**config.mk**
```make
export PLATFORM = sky130hd
export DESIGN_NAME = load_exec
export DESIGN_NICKNAME = d
export VERILOG_FILES = /design/src/rtl/load_exec.sv
export SDC_FILE = /design/constraint.sdc
export NUM_CORES = 1
export LEC_CHECK = 0
export BUFFER_PORTS_ARGS = -buffer_cell sky130_fd_sc_hd__buf_2
export CORE_ASPECT_RATIO = 1.5
export CORE_MARGIN = 3
export CORE_UTILIZATION = 47
export DETAILED_ROUTE_END_ITERATION = 8
export PLACE_DENSITY = 0.8
export SLEW_MARGIN = 20
export SYNTH_ARGS = -nofsm -noshare
export SYNTH_HDL_FRONTEND = slang
export SYNTH_SLANG_ARGS = --single-unit
export TNS_END_PERCENT = 100
```
**constraint.sdc**
```tcl
create_clock -name i_clk -period 2.4 [get_ports i_clk]
set_input_delay 0 -clock i_clk [delete_from_list [all_inputs] [get_ports i_clk]]
set_output_delay 0 -clock i_clk [all_outputs]
set_load 0.1 [all_outputs]
```
**src/rtl/load_exec.sv**
```systemverilog
// load_exec: single-outstanding load execution stage between the AGU load queue and data memory.
// Optional response timeout is compiled in when LOAD_EXEC_TIMEOUT_EN is defined.
module load_exec #(
  parameter int WIDTH_REG  = 5,
  parameter int WIDTH_TAG  = 5,
  parameter int WIDTH_ADDR = 32,
  parameter int WIDTH_DATA = 32,
  parameter int TIMEOUT_W  = 4
) (
  input  logic                  i_clk,
  input  logic                  i_rst_n,
  input  logic                  i_empty,
  input  logic                  i_A,
  input  logic                  i_val,
  input  logic [WIDTH_ADDR-1:0] i_addr,
  input  logic [WIDTH_REG-1:0]  i_rd,
  input  logic [WIDTH_TAG-1:0]  i_tag,
  output logic                  o_re,
  output logic                  o_mem_req,
  output logic [WIDTH_ADDR-1:0] o_mem_addr,
  input  logic                  i_mem_gnt,
  input  logic                  i_mem_rvalid,
  input  logic [WIDTH_DATA-1:0] i_mem_rdata,
  output logic                  o_wb_val,
  output logic [WIDTH_REG-1:0]  o_wb_rd,
  output logic [WIDTH_TAG-1:0]  o_wb_tag,
  output logic [WIDTH_DATA-1:0] o_wb_data,
  output logic                  o_wb_err,
  input  logic                  i_wb_ready,
  input  logic                  i_flush,
  output logic                  o_busy
);

  // state    | meaning
  // ST_IDLE  | waiting for an allocated, address-valid head entry
  // ST_REQ   | read request presented, waiting for grant
  // ST_RESP  | request granted, waiting for read data
  // ST_WB    | result held on the writeback port until accepted
  // ST_DRAIN | flushed after grant; swallowing the orphaned response
  typedef enum logic [2:0] {
    ST_IDLE  = 3'd0,
    ST_REQ   = 3'd1,
    ST_RESP  = 3'd2,
    ST_WB    = 3'd3,
    ST_DRAIN = 3'd4
  } state_t;

  if (WIDTH_DATA != 32 || TIMEOUT_W < 1) begin : g_bad_param
    $error("load_exec: WIDTH_DATA must be 32 and TIMEOUT_W at least 1");
  end

  state_t                r_state;
  state_t                w_state_nxt;
  logic                  r_mem_req;
  logic [WIDTH_ADDR-1:0] r_mem_addr;
  logic [WIDTH_REG-1:0]  r_wb_rd;
  logic [WIDTH_TAG-1:0]  r_wb_tag;
  logic [WIDTH_DATA-1:0] r_wb_data;
  logic                  r_wb_err;
  logic                  w_pop;
  logic                  w_aligned;
  logic                  w_take_rdata;
  logic                  w_take_tmo;
  logic                  w_tmo;

  assign w_aligned = (i_addr[1:0] == 2'b00);

  always_ff @(posedge i_clk or negedge i_rst_n) begin
    if (!i_rst_n) r_state <= ST_IDLE;
    else          r_state <= w_state_nxt;
  end

  // Flush outranks every other event; DRAIN keeps waiting for its response regardless.
  always_comb begin
    w_state_nxt  = r_state;
    w_pop        = 1'b0;
    w_take_rdata = 1'b0;
    w_take_tmo   = 1'b0;
    case (r_state)
      ST_IDLE: begin
        if (!i_flush && !i_empty && i_A && i_val) begin
          w_pop       = 1'b1;
          w_state_nxt = w_aligned ? ST_REQ : ST_WB;
        end
      end
      ST_REQ: begin
        if (i_flush)        w_state_nxt = i_mem_gnt ? ST_DRAIN : ST_IDLE;
        else if (i_mem_gnt) w_state_nxt = ST_RESP;
      end
      ST_RESP: begin
        if (i_flush) begin
          w_state_nxt = i_mem_rvalid ? ST_IDLE : ST_DRAIN;
        end else if (i_mem_rvalid) begin
          w_state_nxt  = ST_WB;
          w_take_rdata = 1'b1;
        end else if (w_tmo) begin
          w_state_nxt = ST_WB;
          w_take_tmo  = 1'b1;
        end
      end
      ST_WB: begin
        if (i_flush || i_wb_ready) w_state_nxt = ST_IDLE;
      end
      ST_DRAIN: begin
        if (i_mem_rvalid) w_state_nxt = ST_IDLE;
      end
      default: w_state_nxt = ST_IDLE;
    endcase
  end

  always_ff @(posedge i_clk or negedge i_rst_n) begin
    if (!i_rst_n) begin
      r_mem_req  <= 1'b0;
      r_mem_addr <= '0;
      r_wb_rd    <= '0;
      r_wb_tag   <= '0;
      r_wb_data  <= '0;
      r_wb_err   <= 1'b0;
    end else begin
      r_mem_req <= (w_state_nxt == ST_REQ);
      if (w_pop) begin
        r_mem_addr <= i_addr;
        r_wb_rd    <= i_rd;
        r_wb_tag   <= i_tag;
        r_wb_data  <= '0;
        r_wb_err   <= ~w_aligned;
      end
      if (w_take_rdata) begin
        r_wb_data <= i_mem_rdata;
        r_wb_err  <= 1'b0;
      end
      if (w_take_tmo) begin
        r_wb_data <= '0;
        r_wb_err  <= 1'b1;
      end
    end
  end

`ifdef LOAD_EXEC_TIMEOUT_EN
  // Down-counter reloaded outside RESP; the 2^W-1'th silent RESP cycle is terminal.
  logic [TIMEOUT_W-1:0] r_tmo;

  always_ff @(posedge i_clk or negedge i_rst_n) begin
    if (!i_rst_n)                r_tmo <= '1;
    else if (r_state != ST_RESP) r_tmo <= '1;
    else if (!i_mem_rvalid)      r_tmo <= r_tmo - TIMEOUT_W'(1);
  end

  assign w_tmo = (r_state == ST_RESP) && (r_tmo == TIMEOUT_W'(1));
`else
  assign w_tmo = 1'b0;
`endif

  assign o_re       = w_pop;
  assign o_mem_req  = r_mem_req;
  assign o_mem_addr = r_mem_addr;
  assign o_wb_val   = (r_state == ST_WB);
  assign o_wb_rd    = r_wb_rd;
  assign o_wb_tag   = r_wb_tag;
  assign o_wb_data  = r_wb_data;
  assign o_wb_err   = r_wb_err;
  assign o_busy     = (r_state != ST_IDLE);

endmodule

```
==> results of run 1 <==
[per-stage QoR]
| stage | hold slack [ps] | cell area [sq um] | setup WS [ps] | total power (uW) | utilization |
|---|---|---|---|---|---|
| after global routing | 30.98 | 5313 | 36.04 | 7280 | 0.7303 |
| after global placement | 212.9 | 4367 | 287.6 | 5996 | 0.6003 |
| after CTS | 12.25 | 5313 | 117.8 | 7048 | 0.7303 |
| after detailed placement | 216.7 | 4367 | 235.7 | 6058 | 0.6003 |
| final | 36.27 | 5313 | 122.6 | 7036 | 0.7303 |
| after floorplan | -295.6 | 3535 | 176.3 | 5403 | - |
[path summary, 6_finish.rpt]
| check | endpoint | startpoint |
|---|---|---|
| min in group asynchronous | o_wb_data[28]$_DFFE_PN0P_ | i_rst_n |
| setup reg to reg | o_mem_addr[3]$_DFFE_PN0P_ | r_state[1]$_DFF_PN0_ |
| setup / recovery | o_re | r_state[1]$_DFF_PN0_ |
| max in group asynchronous | o_mem_addr[20]$_DFFE_PN0P_ | i_rst_n |
| hold reg to reg | o_mem_addr[3]$_DFFE_PN0P_ | o_mem_addr[3]$_DFFE_PN0P_ |
| hold / removal | r_state[0]$_DFF_PN0_ | i_mem_gnt |
[sequential cells by signal (all words and copies together), names as in the netlist]
signal	flops
r_state	3
o_wb_err	1
o_wb_tag	5
o_mem_addr	32
o_mem_req	1
o_wb_rd	5
o_wb_data	32
[metal layers]
metal / global-route usage / vias up / wire, um
li1: - / 1353 / -
met1: 0.2557 / 1413 / 3618
met2: 0.4115 / 137 / 4958
met3: 0.07063 / 17 / 716
met4: 0.09069 / 0 / 208
met5: 0 / - / 0
[critical path: stages (launching register included)]
cell and delay (ps):
dfrtp_1 380, or4b_1 540, or2_1 380, inv_8 350, buf_12 230
[cells in the mapped netlist, drive strengths merged]
cell type and n:
dfrtp 79, mux2 42, inv 34, o21ai 34, mux2i 33, buf 10, clkbuf 9, nor2 3
nand2 2, nand3 2, nor3 2, or2 2, a211oi 1, a21boi 1, a311oi 1, and3b 1
and4b 1, nand4b 1, nor3b 1, nor4 1, o21a 1, or3 1, or3b 1, or4b 1
[final cells by class]
class,count,area (sq um),area share
clock inverters,4,20.02,0.003768
repair buffers,243,1632,0.3071
well taps,100,125.1,0.02355
flip-flops and latches,79,1977,0.3721
clock buffers,12,155.1,0.02920
multi-input cells,132,1269,0.2388
inverters,34,135.1,0.02544
[cell families (layout without fill, tap and decap cells)]
group	Yosys count	count (layout)	share of synthesized area
DFF	79	79	0.5593
AOI/OAI and AO/OA	38	38	0.05699
and+or+nand+nor	19	19	0.03328
buffers and inverters	53	293	0.08177
muxes	75	75	0.2687
[report_power, final]
part / total, uW / internal (uW) / switching, uW / leakage [uW]
Clock: 878 / 426 / 452 / 0.0000959
Combinational: 4210 / 797 / 3420 / 0.00192
Sequential: 1940 / 1720 / 222 / 0.00100
[repair_timing]
| action | in CTS | in global routing |
|---|---|---|
| hold buffers | 77 | 0 |
| endpoints found under the hold margin | 154 | 0 |
| buffers inserted | 0 | 0 |
==> impl_results.md, run 1 <==
* Outcome: completed
* Vias in the first global route at 3,207
* GPL Wtd Cong at about 0.74
* Startpoint Class: register
* Layout cells sized above 1 at 0.4484
* Initial Utilization at 0.4859
* Hold Path Cell Cnt at 4
* Filler cells at between 400 and 500
* CTS buffer count at 9
* Fin Setup TNS at 0 ps
* Clock sink count at 79
* Clock tree buffer depth at 2
* CP Class: register to primary output
* Final worst path period need at about 2300 ps
* Seq cells post-synth at around 80
* Max IR drop VDD at around 0.86 mV
* Vias per cell at ~4.8
* Fin nets at 582
* Clock edge transition at the registers on the reported setup and hold paths at ~80 ps
* Die width at ~77 um
* Cells after synthesis at 264
* Synth Warn # at 0
* Most frequent cells in the layout: buf_2 (159), dfrtp_1 (79), dlygate4sd3_1 (77)
* Max Clk Rate at 439.1 MHz
* Crit share post-route at 0.9489
* Post-detail-place hpwl at 5.651 mm
* Area Growth Syn to Fin at 50.30%
* RSZ-0062 raised after global routing: no
* Synth unique cells at 31
* Htree depth at 3
* GR Overflow Total at 0
* Residual DRC count at 0
* Iter 0 DRT Violations at between 100 and 150
* Cell accounting for the most synthesized area: dfrtp_1
* Routed len/inst at 15.73 um
* Slew HR at 0.3533
* Max-slew violation count at 0
* Worst hold path type: primary input to register
* Row count at 38
* Avg Cell Area, Syn at 13.39 sq um
* Port buffer count at 161
* Vias post-DR at 2,920
* Synthesized Nets at roughly 350
* IO Pins at 162
* Worst-Margin Slew at 970.1 ps
* Clk_lat worst skew at 340 ps
* P_leak at between 0.003 and 0.004 uW
* Worst EP arrival at approximately 2300 ps
* Pwr/cell area at 1324 nW/um^2
* Post-Route Skew at just over 10 ps
* Inst Count DP at 511
* Mapped Area at 3535 sq um
* Most common cell after layout, fill and taps aside: buf_2
* Worst reg2reg setup slack at 220 ps
* Drt pass-1 iters at 4
* GRT Total Usage at 0.2312
* Final setup violation count at 0
* Final ANT Viol Nets at 0
* Reg2reg path depth at 4
* Number of diodes at 0
* Initial antenna violation count at 0
* Max-Cap Viols at 0
* Die Y at about 110 um
* Fin. Hold Viols at 0
* Final WL at 9.501 mm
* Clock root buffer: clkbuf_8
* Worst Path Required at 2400 ps
* CTS tree: built
* Resized Gates After CTS at 0
* Critical Path End Type: primary output
* Top-area cell type share of the netlist area at 0.5593
* Die area at ~8600 sq um
* CP Max Fanout at just over 40
* Largest net degree at the start of global routing at 80
* Top area cells in the synthesized netlist: dfrtp_1 (56%), mux2_4 (17%), mux2i_1 (9.3%)
* Final cell count without fillers at 604
* Register area share after synthesis at 0.5593
* First-pass GRT wire length at 15.82 mm
* CORE AREA at around 7300 sq um
Power figures use the tool's default switching activity.
==> inputs of run 2 (changes only) <==
--- a/config.mk
+++ b/config.mk
@@ -8,9 +8,8 @@
 export BUFFER_PORTS_ARGS = -buffer_cell sky130_fd_sc_hd__buf_2
 export CORE_ASPECT_RATIO = 1.5
 export CORE_MARGIN = 3
-export CORE_UTILIZATION = 47
+export CORE_UTILIZATION = 35
 export DETAILED_ROUTE_END_ITERATION = 8
-export PLACE_DENSITY = 0.8
 export SLEW_MARGIN = 20
 export SYNTH_ARGS = -nofsm -noshare
 export SYNTH_HDL_FRONTEND = slang
==> run 2 against run 1 <==
Die area grew 32%; register-to-register slack better by 20 ps; fmax grew 2.8%; critical path depth unchanged; combinational power is essentially flat; sequential power hardly changed; clock-buffer cell count stayed put; routed wire length fell by 2.3%; global-route usage fell by 6.2 points; hold slack better by 20 ps; setup slack better by 63 ps; cell area increased by 3.3%; critical endpoint unchanged.
==> impl_results.md, run 2 (same netlist as run 1, synthesis figures left out) <==
* Max IR drop VDD at 0.6525 mV (-24%)
* CTS buffer count at 9 (unchanged)
* Clock edge transition at the registers on the reported setup and hold paths at 60 ps (-20 ps)
* Final setup violation count at 0 (unchanged)
* Worst hold path type: primary input to register
* Worst r2r src: r_state[1]$_DFF_PN0_
* Clk_lat worst skew at 320 ps (-20 ps)
* CP Class: register to primary output
* Sw frac at 0.5419 (-0.03940)
* Critical Path End Type: primary output
* Clock share of power at 0.195 (+0.070)
* Final instance area at 5489 sq um (+3.3%)
* Worst EP arrival at 2210 ps (-70 ps)
* Initial antenna violation count at 0 (unchanged)
* Final worst slack at 185.6 ps (+62.97 ps)
* Max-slew violation count at 0 (unchanged)
* Fin. Hold Viols at 0 (unchanged)
* Die width at 88.05 um (+15%)
* Post-Route Skew at 6.466 ps (-3.761 ps)
* CTS tree: built
* Most frequent cells in the layout: buf_2 (159), dfrtp_1 (79), dlygate4sd3_1 (77)
* Crit share post-route at 0.9227 (-0.02624)
* CP Max Fanout at 41 (unchanged)
* GR Overflow Total at 0 (unchanged)
* Routed len/inst at 14.99 um (-4.7%)
* Vias post-DR at 2,859 (-2.1%)
* Max-Cap Viols at 0 (unchanged)
* Resized Gates After CTS at 0 (unchanged)
* Vias per cell at 4.619 (-4.5%)
* Fin nets at 582 (unchanged)
* Final WL at 9.278 mm (-2.3%)
* Gate power share at 0.552 (-0.047)
* Initial Utilization at 0.3627 (-0.1232)
* Layout cells sized above 1 at 0.4484 (unchanged)
* Total power draw at 7627 uW (+8.4%)
* P_sw at 4133 uW (+1.1%)
* Slew HR at 0.3375 (-0.01583)
* Filler cells at 794 (+65%)
* Pre-CTS WS at 247.9 ps (+12.25 ps)
* Drt pass-1 iters at 4 (unchanged)
* Hold path start: i_mem_gnt
* Final worst path period need at 2214 ps (-62.98 ps)
* First-pass GRT wire length at 15.10 mm (-4.5%)
* Worst Path Required at 2400 ps (about the same)
* Clock sink count at 79 (unchanged)
* Port buffer count at 161 (unchanged)
* Die Y at 129.1 um (+15%)
* CORE AREA at 9744 sq um (+34%)
* WHS at 56.28 ps (+20.01 ps)
* GRT Total Usage at 0.1692 (-0.06206)
* Clock tree buffer depth at 2 (unchanged)
* Seq pwr share at 0.253 (-0.023)
* Die area at 11,370 sq um (+32%)
* Area Growth Syn to Fin at 55.29%
* Setup Fix Bufs, Post-CTS at 0 (unchanged)
* GPL Wtd Cong at 0.7850 (+6.7%)
* Iter 0 DRT Violations at 86 (-36%)
* Htree depth at 3 (unchanged)
* Pint at 3494 uW (+19%)
* Row count at 44 (+16%)
* Number of diodes at 0 (unchanged)
* Clock root buffer: clkbuf_16
* P_leak at 0.003081 uW (+2.1%)
* Post-detail-place hpwl at 5.702 mm (+0.90%)
* Worst-Margin Slew at 993.8 ps (+23.74 ps)
* Max Clk Rate at 451.6 MHz (+2.8%)
* Crit path launch: r_state[1]$_DFF_PN0_
* Fin Setup TNS at 0 ps (unchanged)
* Vias in the first global route at 3,070 (-4.3%)
* Largest net degree at the start of global routing at 80 (unchanged)
* Outcome: completed
* Pwr/cell area at 1390 nW/um^2 (+4.9%)
* Placed cell areas at 4385 sq um (+0.43%)
* Most common cell after layout, fill and taps aside: buf_2
* Final ANT Viol Nets at 0 (unchanged)
* Startpoint Class: register
* Residual DRC count at 0 (unchanged)
* IO Pins at 162 (unchanged)
* RSZ-0062 raised after global routing: no
## run 2: changes by cell type in the layout (fill, tap and decap cells not counted), sizes merged
cell / before / now
inv: 34 / 35
bufinv: 0 / 2
clkinv: 4 / 0
clkinvlp: 0 / 1
## run 2: metrics by stage
step	util	cells
2_1_floorplan	-	264
3_3_place_gp	0.4501	526
3_5_place_dp	0.4501	526
4_1_cts	0.5633	619
5_1_grt	0.5633	619
6_report	0.5633	619
## run 2: final cells by class
type | instances | area [sq um] | area share
clock buffer | 12 | 256.5 | 0.04673
clock inverter | 4 | 76.32 | 0.01390
inverter | 34 | 135.1 | 0.02462
multi-input combinational | 132 | 1269 | 0.2311
sequential | 79 | 1977 | 0.3602
tap | 115 | 143.9 | 0.02621
timing repair buffer | 243 | 1632 | 0.2972
## run 2: worst max-delay path, stage by stage, from the launching register on
cell	delay, ps
dfrtp_1	370
or4b_1	530
or2_1	380
inv_8	350
buf_12	230
## run 2: path summary, 6_finish.rpt
check                                            end  slack [ps]  depth (start not counted)
setup / recovery                                o_re         190                          4
hold / removal                  r_state[0]$_DFF_PN0_          60                          4
setup reg to reg           o_mem_addr[3]$_DFFE_PN0P_         240                          4
hold reg to reg            o_mem_addr[1]$_DFFE_PN0P_         500                          1
max in group asynchronous  o_mem_addr[6]$_DFFE_PN0P_        1380                          2
min in group asynchronous  o_wb_data[17]$_DFFE_PN0P_         380                          2
## run 2: repair_timing
action,CTS,global route
endpoints found under the hold margin,154,0
hold buffers,77,0
setup endpoints to repair,0,0
## run 2: metal layers
metal  track usage  up-vias  part of all wire
met5             0        -                 0
met4       0.07206        0             0.017
met3       0.04771       11             0.073
met2        0.2820      109              0.51
met1        0.2032     1387              0.40
li1              -     1352                 -
## run 2: power by group through the flow
stage | Combinational, uW | Sequential, uW | Clock (uW)
finish | 4210 | 1930 | 1490
global route | 4340 | 1980 | 1580
CTS | 4210 | 1930 | 1540
detailed placement | 4110 | 1940 | 0
global placement | 4080 | 1940 | 0
floorplan | 606 | 4800 | 0
==> inputs of run 3 (changes only) <==
==> constraint.sdc (replaced) <==
create_clock -name i_clk -period 2.4 [get_ports i_clk]
set_input_delay 0.48 -clock i_clk [delete_from_list [all_inputs] [get_ports i_clk]]
set_output_delay 0.48 -clock i_clk [all_outputs]
set_load 0.1 [all_outputs]
==> run 3 against run 2 <==
Critical path depth unchanged; flip-flop and latch count unchanged; sequential share of layout area up 5.1 points; register-to-register slack worse by 80 ps; setup slack worse by 95 ps; utilization down 7.0 points; first-iteration DRC count down 27%; global-route usage down 1.9 points; clock-buffer cell count down 2; cell area down 12%; hold slack better by 92 ps; clock skew down 0.66 ps; largest cell class unchanged; highest routed layer unchanged.
==> impl_results.md, run 3 (same netlist as run 1, synthesis figures left out) <==
* Reg2reg path depth at 6 (+2)
* Critical Path End Type: primary output
* Post-Route Skew at 5.802 ps (-0.6634 ps)
* Clk_lat worst skew at 330 ps (about the same)
* Worst R2R End: o_mem_addr[3]$_DFFE_PN0P_
* Clock sink count at 79 (unchanged)
* Most common cell after layout, fill and taps aside: buf_2
* Max-slew violation count at 0 (unchanged)
* Layout cells sized above 1 at 0.5358 (+0.08738)
* Most frequent cells in the layout: buf_2 (159), dfrtp_1 (79), mux2_4 (39)
* Worst hold path type: primary input to asynchronous set/reset pin
* First-pass GRT wire length at 13.33 mm (-12%)
* CP Class: register to primary output
* Final ANT Viol Nets at 0 (unchanged)
* Final cell count without fillers at 548 (-11%)
* Worst reg2reg setup slack at 160 ps (-80 ps)
* Final setup violation count at 0 (unchanged)
* Vias post-DR at 2,588 (-9.5%)
* GRT Total Usage at 0.1505 (-0.01867)
* Vias in the first global route at 2,721 (-11%)
* Initial Utilization at 0.3627 (unchanged)
* Iter 0 DRT Violations at 63 (-27%)
* Clock edge transition at the registers on the reported setup and hold paths at 60 ps (about the same)
* RSZ-0062 raised after global routing: no
* Fin. Hold Viols at 0 (unchanged)
* Clock root buffer: clkbuf_16
* Largest net degree at the start of global routing at 44 (-45%)
* Cts hold-fix bufs at 0 (-100%)
* Initial antenna violation count at 0 (unchanged)
* Fin Setup TNS at 0 ps (unchanged)
* Worst EP arrival at 1830 ps (-380 ps)
* Inst Count DP at 531 (+0.95%)
* Clock tree buffer depth at 2 (unchanged)
* Slew HR at 0.6241 (+0.2867)
* Crit share post-route at 0.9621 (+0.03946)
* Post-detail-place hpwl at 5.932 mm (+4.0%)
* Number of diodes at 0 (unchanged)
* Row count at 44 (unchanged)
* CTS buffer count at 9 (unchanged)
* Worst Path Required at 1920 ps (-480 ps)
* Die Y at 129.1 um (unchanged)
* Port buffer count at 161 (unchanged)
* Routed len/inst at 14.97 um (-0.11%)
* Area of the multi-input gates at 1269 sq um (unchanged)
* WHS at 148.4 ps (+92.12 ps)
* Area Growth Syn to Fin at 35.96%
* CTS tree: built
* Vias per cell at 4.723 (+2.2%)
* Drt pass-1 iters at 4 (unchanged)
* GR Overflow Total at 0 (unchanged)
* CORE AREA at 9744 sq um (unchanged)
* Startpoint Class: register
* IO Pins at 162 (unchanged)
* Final worst path period need at 2309 ps (+94.71 ps)
* CP Max Fanout at 2 (-95%)
* Final WL at 8.205 mm (-12%)
* Crit path launch: r_state[1]$_DFF_PN0_
* GPL Wtd Cong at 0.7259 (-7.5%)
* Residual DRC count at 0 (unchanged)
* Worst r2r src: r_state[1]$_DFF_PN0_
* Resized Gates After CTS at 0 (unchanged)
* Worst setup endpoint: o_re
* Max-Cap Viols at 0 (unchanged)
* Outcome: completed
* Fin nets at 511 (-12%)
* Die width at 88.05 um (unchanged)
* Worst-Margin Slew at 563.8 ps (-430.0 ps)
* Die area at 11,370 sq um (unchanged)
* Htree depth at 3 (unchanged)
* Register Area at 1977 sq um (unchanged)
* Max Clk Rate at 433.1 MHz (-4.1%)
* Filler cells at 912 (+15%)
-- run 3: how the worst min path moves through the flow --
stage	to	slack [ps]	cells after the start
6_report	o_wb_data[14]$_DFFE_PN0P_	150	1
5_1_grt	o_wb_data[21]$_DFFE_PN0P_	170	1
4_1_cts	o_wb_data[16]$_DFFE_PN0P_	150	1
3_5_place_dp	o_mem_addr[6]$_DFFE_PN0P_	490	1
3_3_place_gp	o_mem_addr[0]$_DFFE_PN0P_	490	1
2_1_floorplan	o_mem_addr[0]$_DFFE_PN0P_	180	0
-- run 3: worst max-delay path, cell delays in order, from the launching register on --
cell     delay (ps)
dfrtp_1         370
or4b_1          540
or2_1           330
inv_8            90
buf_12          160
-- run 3: layout make-up --
cell class	count	area share
Timing Repair Buffer	172	0.1963
Inverter	34	0.02812
Clock inverter	6	0.02265
Multi-Input combinational cell	132	0.2640
Clock buffer	10	0.04764
Tap cell	115	0.02994
Sequential cell	79	0.4114
-- run 3: routing by layer --
| layer | routed length [um] | vias to the layer above | track usage |
|---|---|---|---|
| li1 | - | 1212 | - |
| met1 | 3361 | 1267 | 0.1840 |
| met2 | 4057 | 101 | 0.2464 |
| met3 | 689 | 8 | 0.05916 |
| met4 | 97 | 0 | 0.04270 |
| met5 | 0 | - | 0 |
-- run 3: repair_timing --
item                       in CTS  in global routing
buffers inserted                1                  0
hold endpoints to repair        0                  0
setup endpoints to repair       1                  0
-- run 3: per-stage QoR --
step	utilization	setup WS [ps]	area [sq um]
6_report	0.4932	90.89	4806
5_1_grt	0.4932	11.97	4806
4_1_cts	0.4932	68.01	4806
3_5_place_dp	0.4578	161.1	4461
3_3_place_gp	0.4578	161.3	4461
2_1_floorplan	-	132.4	3535
Power of run 3 is left out: the tool's default activity adds up to more than one toggle a clock period on the data nets, which glitch-free logic cannot reach.
